--- config.mk ---
export PLATFORM = sky130hd
export DESIGN_NAME = pcf_sample_scheduler
export DESIGN_NICKNAME = d
export VERILOG_FILES = /design/src/rtl/pcf_sample_scheduler.sv
export SDC_FILE = /design/constraint.sdc
export NUM_CORES = 1
export LEC_CHECK = 0
export ABC_AREA = 0
export CORE_MARGIN = 2
export CORE_UTILIZATION = 54
export DETAILED_ROUTE_END_ITERATION = 6
export PLACE_DENSITY = 0.87
export SLEW_MARGIN = 5
export SYNTH_ARGS = -nofsm -noshare
export SYNTH_HDL_FRONTEND = slang
export SYNTH_SLANG_ARGS = --single-unit
--- constraint.sdc ---
create_clock -name clk -period 3 [get_ports clk]
set_clock_uncertainty 0.2 [all_clocks]
set_input_delay 0.6 -clock clk [delete_from_list [all_inputs] [get_ports clk]]
set_output_delay 0.6 -clock clk [all_outputs]
set_load 0.01 [all_outputs]
--- src/rtl/pcf_sample_scheduler.sv ---
// Round-robin PCF8591 sample scheduler: periodic per-channel read requests, result store, display feed.
// Optional request timeout is compiled in with `define PCF_SCHED_TIMEOUT_EN.
module pcf_sample_scheduler #(
  parameter int SAMPLE_DIV = 50000,
  parameter int TIMEOUT    = 4096
) (
  input  logic       clk,
  input  logic       rst_n,
  input  logic       enable,
  input  logic [3:0] ch_mask,
  output logic       rd_req,
  output logic [1:0] rd_ch,
  input  logic       rd_ack,
  input  logic       rd_err,
  input  logic [7:0] rd_data,
  input  logic [1:0] disp_sel,
  output logic [7:0] disp_data,
  output logic       sample_valid,
  output logic [1:0] sample_ch,
  output logic [7:0] sample_data,
  output logic [7:0] err_cnt,
  output logic       overrun,
  output logic       busy
);
  localparam int CW = $clog2(SAMPLE_DIV);
  localparam logic [CW-1:0] RELOAD = CW'(SAMPLE_DIV - 1);

  typedef enum logic [1:0] {IDLE, REQ, NEXT} state_t;

  state_t          state;
  logic [CW-1:0]   tick_cnt;
  logic            tick;
  logic [3:0]      sweep_mask;
  logic [3:0][7:0] ch_data;
  logic [1:0]      first_ch, next_ch;
  logic            first_ok, next_ok;
  logic [7:0]      err_inc;
  logic            to_hit;

  assign tick    = enable && (tick_cnt == '0);
  assign err_inc = (err_cnt == 8'hFF) ? err_cnt : err_cnt + 8'd1;

  always_ff @(posedge clk or negedge rst_n) begin
    if (!rst_n)                          tick_cnt <= RELOAD;
    else if (!enable || tick_cnt == '0)  tick_cnt <= RELOAD;
    else                                 tick_cnt <= tick_cnt - 1'b1;
  end

  // Descending scan so the lowest qualifying bit wins.
  always_comb begin
    first_ch = '0;
    first_ok = 1'b0;
    next_ch  = '0;
    next_ok  = 1'b0;
    for (int i = 3; i >= 0; i--) begin
      if (ch_mask[i]) begin
        first_ch = 2'(i);
        first_ok = 1'b1;
      end
      if (sweep_mask[i] && (2'(i) > rd_ch)) begin
        next_ch = 2'(i);
        next_ok = 1'b1;
      end
    end
  end

`ifdef PCF_SCHED_TIMEOUT_EN
  localparam int TW = $clog2(TIMEOUT + 1);
  logic [TW-1:0] to_cnt;

  assign to_hit = (to_cnt == TW'(TIMEOUT - 1));

  always_ff @(posedge clk or negedge rst_n) begin
    if (!rst_n)                     to_cnt <= '0;
    else if (state != REQ || rd_ack) to_cnt <= '0;
    else                            to_cnt <= to_cnt + 1'b1;
  end
`else
  // Never fires; the term keeps TIMEOUT referenced when the timeout is compiled out.
  assign to_hit = 1'b0 && (TIMEOUT > 0);
`endif

  always_ff @(posedge clk or negedge rst_n) begin
    if (!rst_n) begin
      state        <= IDLE;
      sweep_mask   <= '0;
      rd_req       <= 1'b0;
      rd_ch        <= '0;
      busy         <= 1'b0;
      sample_valid <= 1'b0;
      sample_ch    <= '0;
      sample_data  <= '0;
      err_cnt      <= '0;
      overrun      <= 1'b0;
      ch_data      <= '0;
    end else begin
      sample_valid <= 1'b0;
      if (!enable)                     overrun <= 1'b0;
      else if (tick && state != IDLE)  overrun <= 1'b1;
      case (state)
        IDLE: begin
          if (tick && first_ok) begin
            sweep_mask <= ch_mask;
            rd_ch      <= first_ch;
            rd_req     <= 1'b1;
            busy       <= 1'b1;
            state      <= REQ;
          end
        end
        REQ: begin
          if (rd_ack) begin
            rd_req <= 1'b0;
            state  <= NEXT;
            if (rd_err) begin
              err_cnt <= err_inc;
            end else begin
              ch_data[rd_ch] <= rd_data;
              sample_ch      <= rd_ch;
              sample_data    <= rd_data;
              sample_valid   <= 1'b1;
            end
          end else if (to_hit) begin
            rd_req  <= 1'b0;
            err_cnt <= err_inc;
            state   <= NEXT;
          end
        end
        NEXT: begin
          // A dropped enable ends the sweep after the in-flight read.
          if (next_ok && enable) begin
            rd_ch  <= next_ch;
            rd_req <= 1'b1;
            state  <= REQ;
          end else begin
            busy  <= 1'b0;
            state <= IDLE;
          end
        end
        default: state <= IDLE;
      endcase
    end
  end

  always_ff @(posedge clk or negedge rst_n) begin
    if (!rst_n) disp_data <= '0;
    else        disp_data <= ch_data[disp_sel];
  end

endmodule

=== After elaboration in Yosys (flattened, before gate mapping) ===
Cells that the tools add are included.

* Output and inout bits: 32
* Word-level logic and storage cells: 98
* Bits in registers: 86
* Bits of input ports: 19

* Equality and inequality tests: 8
* Reduce and logical (&&, ||, !) cells: 23
* Magnitude comparators: 7
* Add/subtract/negate cells: 2
* Mux-type cells: 40
* Bitwise logic cells: 2

{| class="wikitable"
|+ Operators by type and width
! cell !! number
|-
| 32-bit bitwise mux || 1
|-
| 2-bit two-way mux || 12
|-
| 1-bit two-way mux || 18
|-
| 8-bit binary-select mux with 2-bit select || 1
|-
| 8-bit demux with 2-bit select || 1
|-
| 16-bit logical NOT || 1
|-
| 16-bit two-way mux || 1
|-
| 8-bit two-way mux || 2
|-
| 16-bit by 1-bit subtractor with 16-bit output (second input constant) || 1
|-
| 1-bit logical AND || 9
|-
| 3-bit AND reduction || 3
|-
| 8-bit by 1-bit adder with 8-bit output (second input constant) || 1
|-
| 8-bit equality test (second input constant) || 1
|-
| 2-bit inequality test (second input constant) || 4
|-
| 4-bit AND reduction || 2
|-
| 2-bit by 3-bit less-than comparator with 1-bit output (second input constant) || 2
|-
| 2-bit one-hot mux with 3 select lines || 1
|-
| 1-bit by 2-bit > comparator with 1-bit output (first input constant) || 2
|-
| 2-bit > comparator (first input constant) || 2
|-
| 2-bit one-hot mux with 2 select lines || 1
|-
| 2-bit AND reduction || 2
|-
| 2-bit nonzero test || 2
|-
| 1-bit one-hot mux with 3 select lines || 1
|-
| 3-bit nonzero test || 1
|-
| 9 further kinds || 10
|}

=== Logic depth before layout (Yosys ltp) ===
* Depth in word-level cells: 9
* Mapped depth: 7
* Depth with buffers taken out: 7

=== Least setup slack after synthesis ===
Ideal clock, no wire load.

* Path kind: register to register
* From: register tick_cnt[0]
* To: register rd_ch[0]
* Stages on the path, launching flop included: 8
* Data required time: 2.675 ns
* Arrival: 1.772 ns
* Library setup time: 0.125 ns
* Path slack: 0.903 ns
* Path buffers: 0
* Period minus slack after synthesis: 2.097 ns
* Cell sequence: dfstp_2 inv_1 ha_1 nor4b_1 nand4_2 nor3_4 a31oi_2 mux2_4

* Word-level cells in the longest chain between the ends: 5

{| class="wikitable"
|+ Ends and longest elaborated chain
! item !! RTL line !! source
|-
| start, declared || 31 || <nowiki>logic [CW-1:0] tick_cnt;</nowiki>
|-
| start signal, assigned || 46 || <nowiki>else tick_cnt <= tick_cnt - 1'b1;</nowiki>
|-
| 16-bit logical NOT || 40 || <nowiki>assign tick = enable && (tick_cnt == '0);</nowiki>
|-
| 1-bit logical AND || 40 ||
|-
| 1-bit logical AND || 102 || <nowiki>if (tick && first_ok) begin</nowiki>
|-
| 2-bit inequality test (no line) || - ||
|-
| 3-bit AND reduction (no line) || - ||
|-
| end signal, assigned || 104 || <nowiki>rd_ch <= first_ch;</nowiki>
|-
| end signal, assigned || 131 || <nowiki>rd_ch <= next_ch;</nowiki>
|-
| end, declared || 12 || <nowiki>output logic [1:0] rd_ch,</nowiki>
|}

No other way between the ends.
A chain may end at the register's enable or synchronous reset.

=== Worst setup path after layout ===
* From: input port rd_ack
* To: register ch_data[6] (netlist bit)

* Word-level cells in the longest chain between the ends: 1

{| class="wikitable"
|+ Ends and longest elaborated chain
! item !! RTL line !! source
|-
| start, declared || 13 || <nowiki>input logic rd_ack,</nowiki>
|-
| 3-bit AND reduction (no line) || - ||
|-
| end signal, assigned by index || 117 || <nowiki>ch_data[rd_ch] <= rd_data;</nowiki>
|-
| end, declared || 34 || <nowiki>logic [3:0][7:0] ch_data;</nowiki>
|}

No other way between the ends.

==> metrics.md <==
| Metric | Value |
|---|---|
| Status | completed |
| Clock transition at path regs | 80 ps |
| Setup Viol. Count Final | 0 |
| CP Capture Type | register |
| Synth Area in XOR/XNOR | 0.0409 |
| Post-synthesis mux area share | 0.196 |
| Max IR drop VDD | 0.000329 V |
| Post-synthesis cell type count | 47 |
| Die width | 86.1 microns |
| DR iter-0 viols | 122 |
| Dpl hpwl | 4.72 mm |
| Fraction of final layout cells with drive strength greater than 1 | 0.239 |
| Pleak | 2.03 nW |
| Buffers on Ports | 50 |
| Max Clk Rate | 407 MHz |
| Vias in the first global route | 2302 |
| Pins Over Slew Limit | 0 |
| Largest net degree at the start of global routing | 51 |
| FP Rows | 29 |
| Largest cells by area after synthesis | dfrtp_1 (52%), mux2_2 (11%), dfstp_2 (6.5%) |
| Synth-to-Final Area Change | 22.5% |
| CTS Hold Bufs | 0 |
| Critical Path Sink | ch_data[6]$_DFFE_PN0P_ |
| GP Congestion | 0.858 |
| Final worst path period share | 0.819 |
| Hold/Removal Path Class | in2async |
| Sequential area share after synthesis | 0.588 |
| CTS tree | built |
| Die Footprint | 0.00741 sq mm |
| DR vias | 2297 |
| Worst Path Max Fanout | 8 |
| Post-Route Setup TNS | 0 ps |
| Final layout net count | 343 |
| Main combinational cell family by area after synthesis | multiplexers |
| RSZ-0062 raised after global routing | false |
| Ys flop type | dfrtp_1 |
| Ys Warns | 0 |
| Post-Synthesis Cell Area | 0.00364 sq mm |
| Hold Fails Final Rpt | 0 |
| CTS max path bufs | 2 |
| Initial Utilization | 0.566 |
| Core region area | 0.00642 sq mm |
| Initial antenna violation count | 0 |
| Reg-to-reg endpoint | rd_ch[0]$_DFFE_PN0P_ |
| Syn Nets | 285 |
| Post-Synth Adder-Cell Area | 0.0103 |
| Routed WL | 6.96 mm |
| Antenna-violating nets left | 0 |
| Final WS setup | 542 ps |
| Remaining DRCs | 0 |
| Worst setup path startpoint | rd_ack |
| Top-Level Pins | 51 |
| N_diodes | 0 |
| All-layer global routing usage | 0.208 |
| Final min period | 2460 ps |
| Post-synth EDFFs | 0 |
| Worst Path Arrival | 2480 ps |
| Mean area per synthesized cell | 13.8 sq um |
| Worst slew margin | 0.578 |
| Post-cts sizing count | 0 |
| Reg2reg path depth | 7 |
| Clk root buf | clkbuf_8 |
| Synth area leader | dfrtp_1 |
| WP data required | 3030 ps |
| Synth cell count leaders | dfrtp_1 (76), mux2_2 (35), nand2_1 (17) |
| Post-synth top area share | 0.523 |
| Worst r2r src | tick_cnt[0]$_DFF_PN1_ |
| Synth Register Bits | 85 |
| H-tree Lvls | 3 |
| Grt ovf | 0 |
| Die H | 86.1 microns |
| Via density | 5.70 |
| Pre-CTS WS | 181 ps |
| Complex-gate fraction of the synthesized area | 0.0437 |
| Pre-Repair DR Iteration Count | 4 |
| Async SR Flop Fraction | 1.00 |
| Post-Synthesis Cells | 263 |
| Post-synthesis simple-gate area fraction | 0.107 |
| Worst slew pin tran | 634 ps |
| Routed wire per std cell | 17.3 microns |
| CP Launch Type | primary input |
| Global-route wire length before repair | 11.8 mm |
| Skew-Pair Late Insertion Delay | 340 ps |
| MaxCap Viol Count | 0 |
| Reg2reg setup slack | 670 ps |
| Postcts setup bufs | 0 |
| Critical setup path kind | in2reg |
| CTS buffer count | 9 |
| Cell with the most instances after synthesis | dfrtp_1 |
| Sink Count | 85 |
| Pwr Density | 519 mW/mm^2 |
[power by group]
group | total, W | switching (W) | internal [W]
registers | 0.00123 | 0.0000344 | 0.00119
clock network | 0.000871 | 0.000377 | 0.000494
logic | 0.000211 | 0.0000929 | 0.000118
total | 0.00231 | 0.000504 | 0.00181
[worst max-delay path: stages]
cell and delay (ps):
clkdlybuf4s50_1 510, nand2_1 90, nor3_2 330, nor3b_4 570
mux2_1 380
[flip-flops by register name, summed over array words and instances, names as in the netlist]
| name | cells |
|---|---|
| ch_data | 32 |
| tick_cnt | 16 |
| disp_data | 8 |
| err_cnt | 8 |
| sample_data | 8 |
| sweep_mask | 3 |
| rd_ch | 2 |
| sample_ch | 2 |
| state | 2 |
| busy | 1 |
| overrun | 1 |
| rd_req | 1 |
| sample_valid | 1 |
[cells by family (layout without fill, tap and decap cells)]
| family | Yosys count | in the layout |
|---|---|---|
| buffers and inverters | 13 | 76 |
| AOI/OAI and AO/OA | 23 | 23 |
| muxes | 55 | 55 |
| DFF | 85 | 85 |
| adders and majority gates | 3 | 3 |
| xor gates and xnor gates | 17 | 17 |
| and+or+nand+nor | 67 | 67 |
[stage by stage]
| stage | hold slack [ps] | power (W) | utilization | cells | area, sq um |
|---|---|---|---|---|---|
| after floorplan | 104 | 0.00133 | - | 263 | 3640 |
| after global placement | 240 | 0.00146 | 0.660 | 387 | 4240 |
| after detailed placement | 248 | 0.00146 | 0.660 | 387 | 4240 |
| after CTS | 90.5 | 0.00233 | 0.694 | 403 | 4450 |
| after global routing | 117 | 0.00241 | 0.694 | 403 | 4450 |
| final | 77.5 | 0.00231 | 0.694 | 403 | 4450 |
[worst min path at each step]
stage,slack [ps],cells after the start,startpoint,end
after floorplan,100,0,rst_n,busy$_DFFE_PN0P_
after global placement,240,1,tick_cnt[0]$_DFF_PN1_,tick_cnt[0]$_DFF_PN1_
after detailed placement,250,1,tick_cnt[0]$_DFF_PN1_,tick_cnt[0]$_DFF_PN1_
after CTS,90,1,rst_n,rd_req$_DFFE_PN0P_
after global routing,120,1,rst_n,tick_cnt[11]$_DFF_PN0_
final,80,1,rst_n,rd_req$_DFFE_PN0P_
[per-layer routing]
| layer | GRT usage | routed length (microns) | part of all wire | vias up |
|---|---|---|---|---|
| li1 | - | - | - | 1061 |
| met1 | 0.294 | 3150 | 0.45 | 1185 |
| met2 | 0.317 | 3470 | 0.50 | 44 |
| met3 | 0.0385 | 248 | 0.036 | 7 |
| met4 | 0.0909 | 86 | 0.012 | 0 |
| met5 | 0 | 0 | 0 | - |
[placed cells by master (no fill, tap or decap), types with 8 or more instances in the layout]
| cell | synthesis | routed |
|---|---|---|
| dfrtp_1 | 76 | 76 |
| clkdlybuf4s50_1 | 0 | 49 |
| mux2_2 | 35 | 35 |
| nand2_1 | 17 | 17 |
| nor2_1 | 14 | 14 |
| xnor2_1 | 11 | 11 |
| mux2_1 | 10 | 10 |
| clkbuf_8 | 0 | 10 |
| dfstp_2 | 9 | 9 |
| mux4_2 | 8 | 8 |
[area by class of cell]
cell class	count	area, sq um
Clock buffer	14	153
Clock inverter	2	60.1
Fill cell	440	1970
Inverter	7	26.3
Multi-Input combinational cell	165	1450
Sequential cell	85	2140
Tap cell	77	96.3
Timing Repair Buffer	53	533
No activity file was read; power rests on OpenSTA's default activity.
